==> config.mk <==
export PLATFORM = sky130hd
export DESIGN_NAME = srt4_arbiter
export DESIGN_NICKNAME = d
export VERILOG_FILES = /design/src/rtl/srt4_arbiter.sv
export SDC_FILE = /design/constraint.sdc
export NUM_CORES = 1
export LEC_CHECK = 0
export CORE_AREA = 5 5 88 90
export DETAILED_ROUTE_END_ITERATION = 8
export DIE_AREA = 0 0 93 95
export PLACE_DENSITY_LB_ADDON = 0.25
export SYNTH_ARGS = -nofsm -noshare
export SYNTH_HDL_FRONTEND = slang
export SYNTH_SLANG_ARGS = --single-unit
==> constraint.sdc <==
create_clock -name clk -period 1.9 [get_ports clk]
set_input_delay 0.285 -clock clk [delete_from_list [all_inputs] [get_ports clk]]
set_output_delay 0.285 -clock clk [all_outputs]
set_load 0.03 [all_outputs]
==> src/rtl/srt4_arbiter.sv <==
// Two-port round-robin front end for a shared srt4 divider: sequences begin/inbus,
// captures quotient/remainder from outbus, short-circuits /0 and times out a stalled divider.
module srt4_arbiter #(
  parameter int TIMEOUT_CYCLES = 64
) (
  input  logic       clk,
  input  logic       rst_b,
  input  logic       req0_valid,
  output logic       req0_ready,
  input  logic [7:0] req0_dividend,
  input  logic [7:0] req0_divisor,
  output logic       resp0_valid,
  input  logic       resp0_ready,
  output logic [7:0] resp0_quotient,
  output logic [7:0] resp0_remainder,
  output logic       resp0_err,
  input  logic       req1_valid,
  output logic       req1_ready,
  input  logic [7:0] req1_dividend,
  input  logic [7:0] req1_divisor,
  output logic       resp1_valid,
  input  logic       resp1_ready,
  output logic [7:0] resp1_quotient,
  output logic [7:0] resp1_remainder,
  output logic       resp1_err,
  output logic       div_begin,
  output logic [7:0] div_inbus,
  input  logic [7:0] div_outbus,
  input  logic       div_end,
  output logic       busy
);

  typedef enum logic [2:0] {
    S_IDLE, S_BEGIN, S_LOAD_A, S_LOAD_B, S_WAIT, S_CAPT_R, S_RESP
  } state_t;

  localparam logic [7:0] WD_LAST = 8'(TIMEOUT_CYCLES - 1);

  state_t     state;
  logic       last_grant, grant;
  logic [7:0] dividend_q, divisor_q, quot_q, rem_q, wd_q;
  logic       err_q;
  logic       sel0, sel1, resp_ack;
  logic [7:0] in_dividend, in_divisor;

  // On contention the port that did not win last time goes first.
  assign sel0 = req0_valid && (!req1_valid || last_grant);
  assign sel1 = req1_valid && (!req0_valid || !last_grant);
  assign in_dividend = sel1 ? req1_dividend : req0_dividend;
  assign in_divisor  = sel1 ? req1_divisor  : req0_divisor;

  assign req0_ready = (state == S_IDLE) && sel0;
  assign req1_ready = (state == S_IDLE) && sel1;
  assign busy       = (state != S_IDLE);

  assign resp0_valid     = (state == S_RESP) && !grant;
  assign resp1_valid     = (state == S_RESP) && grant;
  assign resp0_err       = resp0_valid && err_q;
  assign resp1_err       = resp1_valid && err_q;
  assign resp0_quotient  = quot_q;
  assign resp1_quotient  = quot_q;
  assign resp0_remainder = rem_q;
  assign resp1_remainder = rem_q;
  assign resp_ack        = grant ? resp1_ready : resp0_ready;

  // div_begin/div_inbus are registered alongside the state they belong to.
  always_ff @(posedge clk) begin
    if (rst_b) begin
      state      <= S_IDLE;
      last_grant <= 1'b1;
      grant      <= 1'b0;
      dividend_q <= '0;
      divisor_q  <= '0;
      quot_q     <= '0;
      rem_q      <= '0;
      err_q      <= 1'b0;
      wd_q       <= '0;
      div_begin  <= 1'b0;
      div_inbus  <= '0;
    end else begin
      case (state)
        S_IDLE: begin
          if (sel0 || sel1) begin
            grant      <= sel1;
            last_grant <= sel1;
            dividend_q <= in_dividend;
            divisor_q  <= in_divisor;
            if (in_divisor == 8'd0) begin
              err_q  <= 1'b1;
              quot_q <= 8'hFF;
              rem_q  <= in_dividend;
              state  <= S_RESP;
            end else begin
              err_q     <= 1'b0;
              div_begin <= 1'b1;
              state     <= S_BEGIN;
            end
          end
        end
        S_BEGIN: begin
          div_begin <= 1'b0;
          div_inbus <= dividend_q;
          state     <= S_LOAD_A;
        end
        S_LOAD_A: begin
          div_inbus <= divisor_q;
          state     <= S_LOAD_B;
        end
        S_LOAD_B: begin
          div_inbus <= '0;
          wd_q      <= '0;
          state     <= S_WAIT;
        end
        S_WAIT: begin
          if (div_end) begin
            quot_q <= div_outbus;
            state  <= S_CAPT_R;
          end else if (wd_q == WD_LAST) begin
            err_q  <= 1'b1;
            quot_q <= '0;
            rem_q  <= '0;
            state  <= S_RESP;
          end else begin
            wd_q <= wd_q + 8'd1;
          end
        end
        S_CAPT_R: begin
          rem_q <= div_outbus;
          state <= S_RESP;
        end
        S_RESP: begin
          if (resp_ack) state <= S_IDLE;
        end
        default: state <= S_IDLE;
      endcase
    end
  end

endmodule

==> impl_metrics.csv, run 1 <==
group,metric,value,unit
outcome,status,"finished, final reports clean",
sta,clock_skew,7.44,ps
critical_path,cp_max_fo,12,
yosys,synthCells,375,
critical_path,timing.rr.start,"wd_q[0]",
critical_path,critPathMaxStageDelay,490,ps
clocking,tritoncts,"done",
detailed_routing,wl,9.35,mm
floorplan,dieArea,8840,µm²
sta,max_freq,550,MHz
place,placed_cells_incl_taps,546,
yosys,yosys.area.top_type_share,34.9,%
layout,drive_above_1_share,19.2,%
critical_path,path_buf_inv,3,
place,dp_slack,-174,ps
global_route,grt_pass1_vias,3089,
sta,timing.final.crit_period,1820,ps
critical_path,crit_family,"buffers and inverters",
worst_hold_path,hold_path.class,"reg -> reg",
critical_path,rr_worst_depth,5,
yosys,synth_area,3150,µm²
detailed_routing,final_antenna_net_count,0,
sta,setup_viol,0,
clocking,cts_max_level,2,
sta,hold_viol,0,
sta,slew_headroom,65.5,%
critical_path,reg2reg_setup_slack,170,ps
floorplan,initial_core_util,45.1,%
clocking,clk_latency,310,ps
detailed_routing,firstDrtPassIters,5,
clocking,cts_sinks,55,
critical_path,cp-start-kind,"primary input",
layout,multi_input_comb_area,1790,µm²
detailed_routing,drt-initial-drc-count,226,
power_and_ir_drop,leakage,1.66,nW
clocking,clkSlewWorstSetupHoldPaths,100,ps
worst_hold_path,whs_endpoint,"resp0_remainder[7]",
clocking,numCtsBuffers,5,
global_route,overflow,0,
power_and_ir_drop,p_per_area,1080,nW/µm²
yosys,synth-edff-count,0,
yosys,synth_cell_types,63,
worst_hold_path,min_path_cells,2,
layout,seq_area,1100,µm²
layout,fill_cells,620,
sta,fin_crit_sh,95.8,%
place,place_congestion,0.931,
yosys,synth-seq-cells,55,
global_route,grt_antenna_before_repair,0,
detailed_routing,wl_per_cell,16.8,µm
detailed_routing,viasPerCell,5.65,
critical_path,cp_cell_sequence,"clkdlybuf4s50_1, a21bo_4, buf_4, nor2_2, buf_4",
floorplan,top_level_ports,95,
sta,tightest_slew,516,ps
worst_hold_path,min_from,"resp0_remainder[7]",
detailed_routing,vias,3142,
clocking,hold_buffers,0,
critical_path,cp_common_cell,"buf_4",
sta,hold_ws,482,ps
global_route,grt_use_total,20.9,%
layout,final_cells,556,
place,place_hpwl,7.23,mm
clocking,clock_path_buffers,2,
critical_path,slowest_stage,"clkdlybuf4s50_1",
yosys,synthArstFlopShare,0,%
sta,rsz0062_at_grt,"no",
sta,slew_viol_final,0,
layout,fin_nets,521,
global_route,grt_pass1_wl,14.8,mm
floorplan,core,6980,µm²
floorplan,die_y,95,µm
critical_path,cp_data_arrival_time,1530,ps
flow_run,cap_violations,0,
sta,setup_ws,80.6,ps
yosys,yosysTopAreaCell,"dfxtp_1",
yosys,synth_area_per_cell,8.40,µm²
critical_path,critPathRequiredTime,1620,ps
clocking,cts-root-buf,"clkbuf_8",
yosys,ys_seq_area_share,34.9,%
yosys,synthTopCellsByArea,"dfxtp_1 35%, nand2_1 5.5%, o21ai_0 4.4%, buf_4 4.0%, nor2_1 3.8%",
power_and_ir_drop,peakVddDrop,0.542,mV
layout,antenna_cells,0,
global_route,grt_start_max_net_pins,20,
yosys,ys.flop_type,"dfxtp_1",
floorplan,rows,31,
critical_path,r2r-end,"resp0_remainder[2]",
layout,syn_to_final_growth,38.7,%
place,port_buffers,94,
critical_path,critPathKind,"in -> out",
floorplan,dieWidth,93,µm
detailed_routing,drc_errors,0,
critical_path,cp-end-kind,"output pin",
yosys,syn-num-nets,423,
yosys,ys_warn_count,0,
-- worst register-to-register path, cell delays in order (launching register included) --
cell and delay [ps]:
dfxtp_1 380, ha_1 180, or3b_4 430, o211ai_2 220, nand4_4 240, mux2i_1 190
-- flip-flops by register name (all words and copies together) (netlist names), 3 cells and up --
register and flops:
div_inbus 8, dividend_q 8, divisor_q 8, resp0_quotient 8
resp0_remainder 8, wd_q 8, state 3
-- final cells by class --
| type | instances | area share [%] |
|---|---|---|
| Clock buffer | 6 | 1.66 |
| Clock inverter | 2 | 0.286 |
| Inverter | 8 | 0.687 |
| Multi-Input combinational cell | 269 | 40.9 |
| Sequential cell | 55 | 25.2 |
| Tap cell | 82 | 2.35 |
| Timing Repair Buffer | 134 | 28.8 |
-- cells in the final DEF, fill, tap and decap left out, drive strengths merged, types with 9 or more instances in the layout --
| cell type | Yosys | final |
|---|---|---|
| a211oi | 10 | 10 |
| a21oi | 18 | 18 |
| a311oi | 9 | 9 |
| buf | 30 | 47 |
| clkdlybuf4s50 | 0 | 87 |
| dfxtp | 55 | 55 |
| nand2 | 46 | 46 |
| nor2 | 33 | 33 |
| nor3 | 13 | 13 |
| o21ai | 31 | 31 |
-- per-layer routing --
layer / share of wire, % / vias up / global-route usage [%]
met4: 0.71 / 0 / 5.49
met5: 0 / - / 0
met2: 49 / 107 / 35.9
met1: 44 / 1480 / 27.5
li1: - / 1551 / -
met3: 5.9 / 4 / 3.19
-- through the flow --
step	utilization (%)	total power [mW]	TNS [ps]	area [µm²]
floorplan	-	3.15	0	3150
global placement	60.8	3.97	-2180	4250
detailed placement	60.8	4.02	-2850	4250
CTS	62.3	4.71	0	4350
global route	62.6	4.96	0	4370
finish	62.6	4.70	0	4370
-- power breakdown --
group / switching, mW / internal [mW]
Sequential: 0.193 / 1.39
Combinational: 1.38 / 1.10
Clock: 0.385 / 0.259
Total: 1.96 / 2.75
-- how the worst max path moves through the flow --
stage                                from            endpoint  slack [ps]  depth (start not counted)
after floorplan                  state[2]          req1_ready          80                          5
after global placement    req1_divisor[4]  resp0_remainder[7]        -150                          5
after detailed placement  req1_divisor[4]  resp0_remainder[7]        -170                          5
after CTS                        state[0]           resp0_err          60                          4
after global routing             state[0]           resp0_err          30                          4
final                          req1_valid          req1_ready          80                          5
-- kinds of logic (layout without fill, tap and decap cells) --
| logic type | count (synthesis) | count (layout) | share of synthesized area, % |
|---|---|---|---|
| and+or+nand+nor | 131 | 131 | 22.5 |
| AOI/OAI and AO/OA | 119 | 119 | 27.2 |
| DFF | 55 | 55 | 34.9 |
| buffers and inverters | 51 | 150 | 9.13 |
| muxes | 15 | 15 | 5.04 |
| xor gates and xnor gates | 3 | 3 | 0.834 |
| adders and majority gates | 1 | 1 | 0.397 |
-- repair_timing --
action / in CTS / in global routing
gates resized for setup: 1 / 6
setup endpoints to repair: 2 / 24
pin swaps: 1 / 1
cloned: 0 / 0
endpoints found under the hold margin: 0 / 0
buffers inserted: 2 / 0
-- Yosys cell counts (all sizes together) (2+ instances only) --
master,count
o2111ai,4
or4,4
o31ai,3
a22oi,8
nand4,4
a31oi,8
o21ai,31
dfxtp,55
or3,3
a221oi,2
nor2,33
nand2,46
a211oi,10
and3b,2
a211o,2
xor2,3
mux2i,8
nor2b,4
and2,2
nand2b,3
nor3b,3
buf,30
a21oi,18
a22o,8
inv,8
o211ai,7
and3,4
nor3,13
a311oi,9
mux2,7
clkbuf,13
nand3,4
nor4b,2
(Power assumes the default switching activity.)
==> inputs of run 2 (changes only) <==
--- a/config.mk
+++ b/config.mk
@@ -9,6 +9,7 @@
 export DETAILED_ROUTE_END_ITERATION = 8
 export DIE_AREA = 0 0 93 95
 export PLACE_DENSITY_LB_ADDON = 0.25
+export SETUP_SLACK_MARGIN = 0.4
 export SYNTH_ARGS = -nofsm -noshare
 export SYNTH_HDL_FRONTEND = slang
 export SYNTH_SLANG_ARGS = --single-unit
==> impl_metrics.csv, run 2 (synthesized netlist as in run 1, its figures left out) <==
group,metric,value,unit
outcome,status,"finished, final reports clean",
clocking,numCtsBuffers,5,
sta,timing.final.crit_period,1730,ps
clocking,tritoncts,"done",
clocking,hold_buffers,0,
place,place_area,4270,µm²
detailed_routing,wl,10.6,mm
clocking,cts-root-buf,"clkbuf_8",
layout,fin_util,69.7,%
detailed_routing,firstDrtPassIters,5,
layout,drive_above_1_share,29.8,%
layout,fin_area,4870,µm²
clocking,clk_latency,320,ps
sta,clock_skew,3.15,ps
floorplan,dieWidth,93,µm
place,port_buffers,94,
global_route,grt_pass1_vias,3288,
critical_path,cp-end-kind,"flip-flop",
floorplan,rows,31,
detailed_routing,drt-initial-drc-count,244,
sta,tns,0,ps
power_and_ir_drop,leakage,2.13,nW
clocking,clock_path_buffers,2,
global_route,grt_start_max_net_pins,25,
detailed_routing,viasPerCell,5.89,
sta,setup_viol,0,
critical_path,timing.rr.start,"wd_q[0]",
flow_run,cap_violations,0,
clocking,clkSlewWorstSetupHoldPaths,100,ps
detailed_routing,wl_per_cell,18.2,µm
sta,slew_viol_final,0,
floorplan,dieArea,8840,µm²
clocking,cts_max_level,2,
detailed_routing,vias,3454,
detailed_routing,final_antenna_net_count,0,
clocking,cts_sinks,55,
place,place_congestion,0.881,
sta,tightest_slew,650,ps
global_route,grt_use_total,23.0,%
global_route,grt_pass1_wl,16.1,mm
critical_path,critPathKind,"reg -> reg",
layout,syn_to_final_growth,54.5,%
critical_path,critPathLaunch,"wd_q[0]",
critical_path,cp-start-kind,"flip-flop",
global_route,overflow,0,
sta,fin_crit_sh,91.2,%
sta,slew_headroom,56.5,%
sta,hold_ws,217,ps
sta,rsz0062_at_grt,"yes",
power_and_ir_drop,peakVddDrop,0.659,mV
worst_hold_path,min_from,"req1_divisor[0]",
critical_path,critPathRequiredTime,2150,ps
critical_path,cp_max_fo,6,
layout,fin_nets,551,
global_route,grt_antenna_before_repair,0,
power_and_ir_drop,p_per_area,1070,nW/µm²
floorplan,top_level_ports,95,
detailed_routing,drc_errors,0,
critical_path,cp_data_arrival_time,1990,ps
sta,hold_viol,0,
layout,antenna_cells,0,
sta,max_freq,577,MHz
floorplan,die_y,95,µm
floorplan,core,6980,µm²
layout,layout_commonest_cell,"buf_4",
place,place_hpwl,7.16,mm
layout,final_cell_mix,"55 x buf_4, 51 x dlygate4sd2_1, 49 x dfxtp_1",
power_and_ir_drop,power,5.22,mW
worst_hold_path,hold_path.class,"in -> reg",
floorplan,initial_core_util,45.1,%
[run 2: cell types whose count changed in the layout (fill, tap and decap cells not counted), moves of 4 or more]
cell             before  now
buf_4                44   55
buf_6                 0   18
clkdlybuf4s15_1       0    8
clkdlybuf4s50_1      87   27
dfxtp_1              53   49
dlygate4sd2_1         0   51
nor3_4                1    5
o2111ai_1             4    0
o2111ai_2             0    4
[run 2: path summary, 6_finish.rpt]
path	slack [ps]	endpoint	depth (start not counted)
setup / recovery	170	state[0]	6
hold / removal	220	divisor_q[0]	3
setup reg to reg	170	state[0]	6
hold reg to reg	480	resp0_remainder[7]	2
[run 2: critical path, cell delays in order (launching register included)]
cell and delay (ps):
dfxtp_4 380, ha_4 130, or3b_4 450, o21ai_4 240, buf_6 170, nand3_2 70
and3b_1 230
[run 2: final cells by class]
type | count | area, µm²
Clock buffer | 6 | 72.6
Timing Repair Buffer | 164 | 1510
Multi-Input combinational cell | 269 | 1980
Tap cell | 82 | 103
Sequential cell | 55 | 1110
Fill cell | 562 | 2110
Clock inverter | 2 | 60.1
Inverter | 8 | 32.5
[run 2: power breakdown]
| group | total, mW | internal (mW) | switching (mW) |
|---|---|---|---|
| Clock | 0.931 | 0.527 | 0.404 |
| Combinational | 2.72 | 1.18 | 1.54 |
| Sequential | 1.57 | 1.39 | 0.182 |
| Total | 5.22 | 3.10 | 2.12 |
[run 2: timing repair]
action,4_1_cts,5_1_grt
pin swaps,26,21
resized for setup,97,35
gates cloned,1,0
buffers inserted,20,11
endpoints found under the hold margin,0,0
setup endpoints to repair,101,56
[run 2: routing by layer]
metal	up-vias	global-route usage, %	wire (µm)
met4	0	7.33	217
met1	1649	27.5	4350
met2	163	40.7	5300
met5	-	0	0
met3	26	5.58	779
li1	1616	-	-
[run 2: per-stage QoR]
step / worst slack, ps / std cells
floorplan: 188 / 375
global placement: -168 / 546
detailed placement: -197 / 546
CTS: 210 / 575
global route: 95.9 / 586
finish: 167 / 586
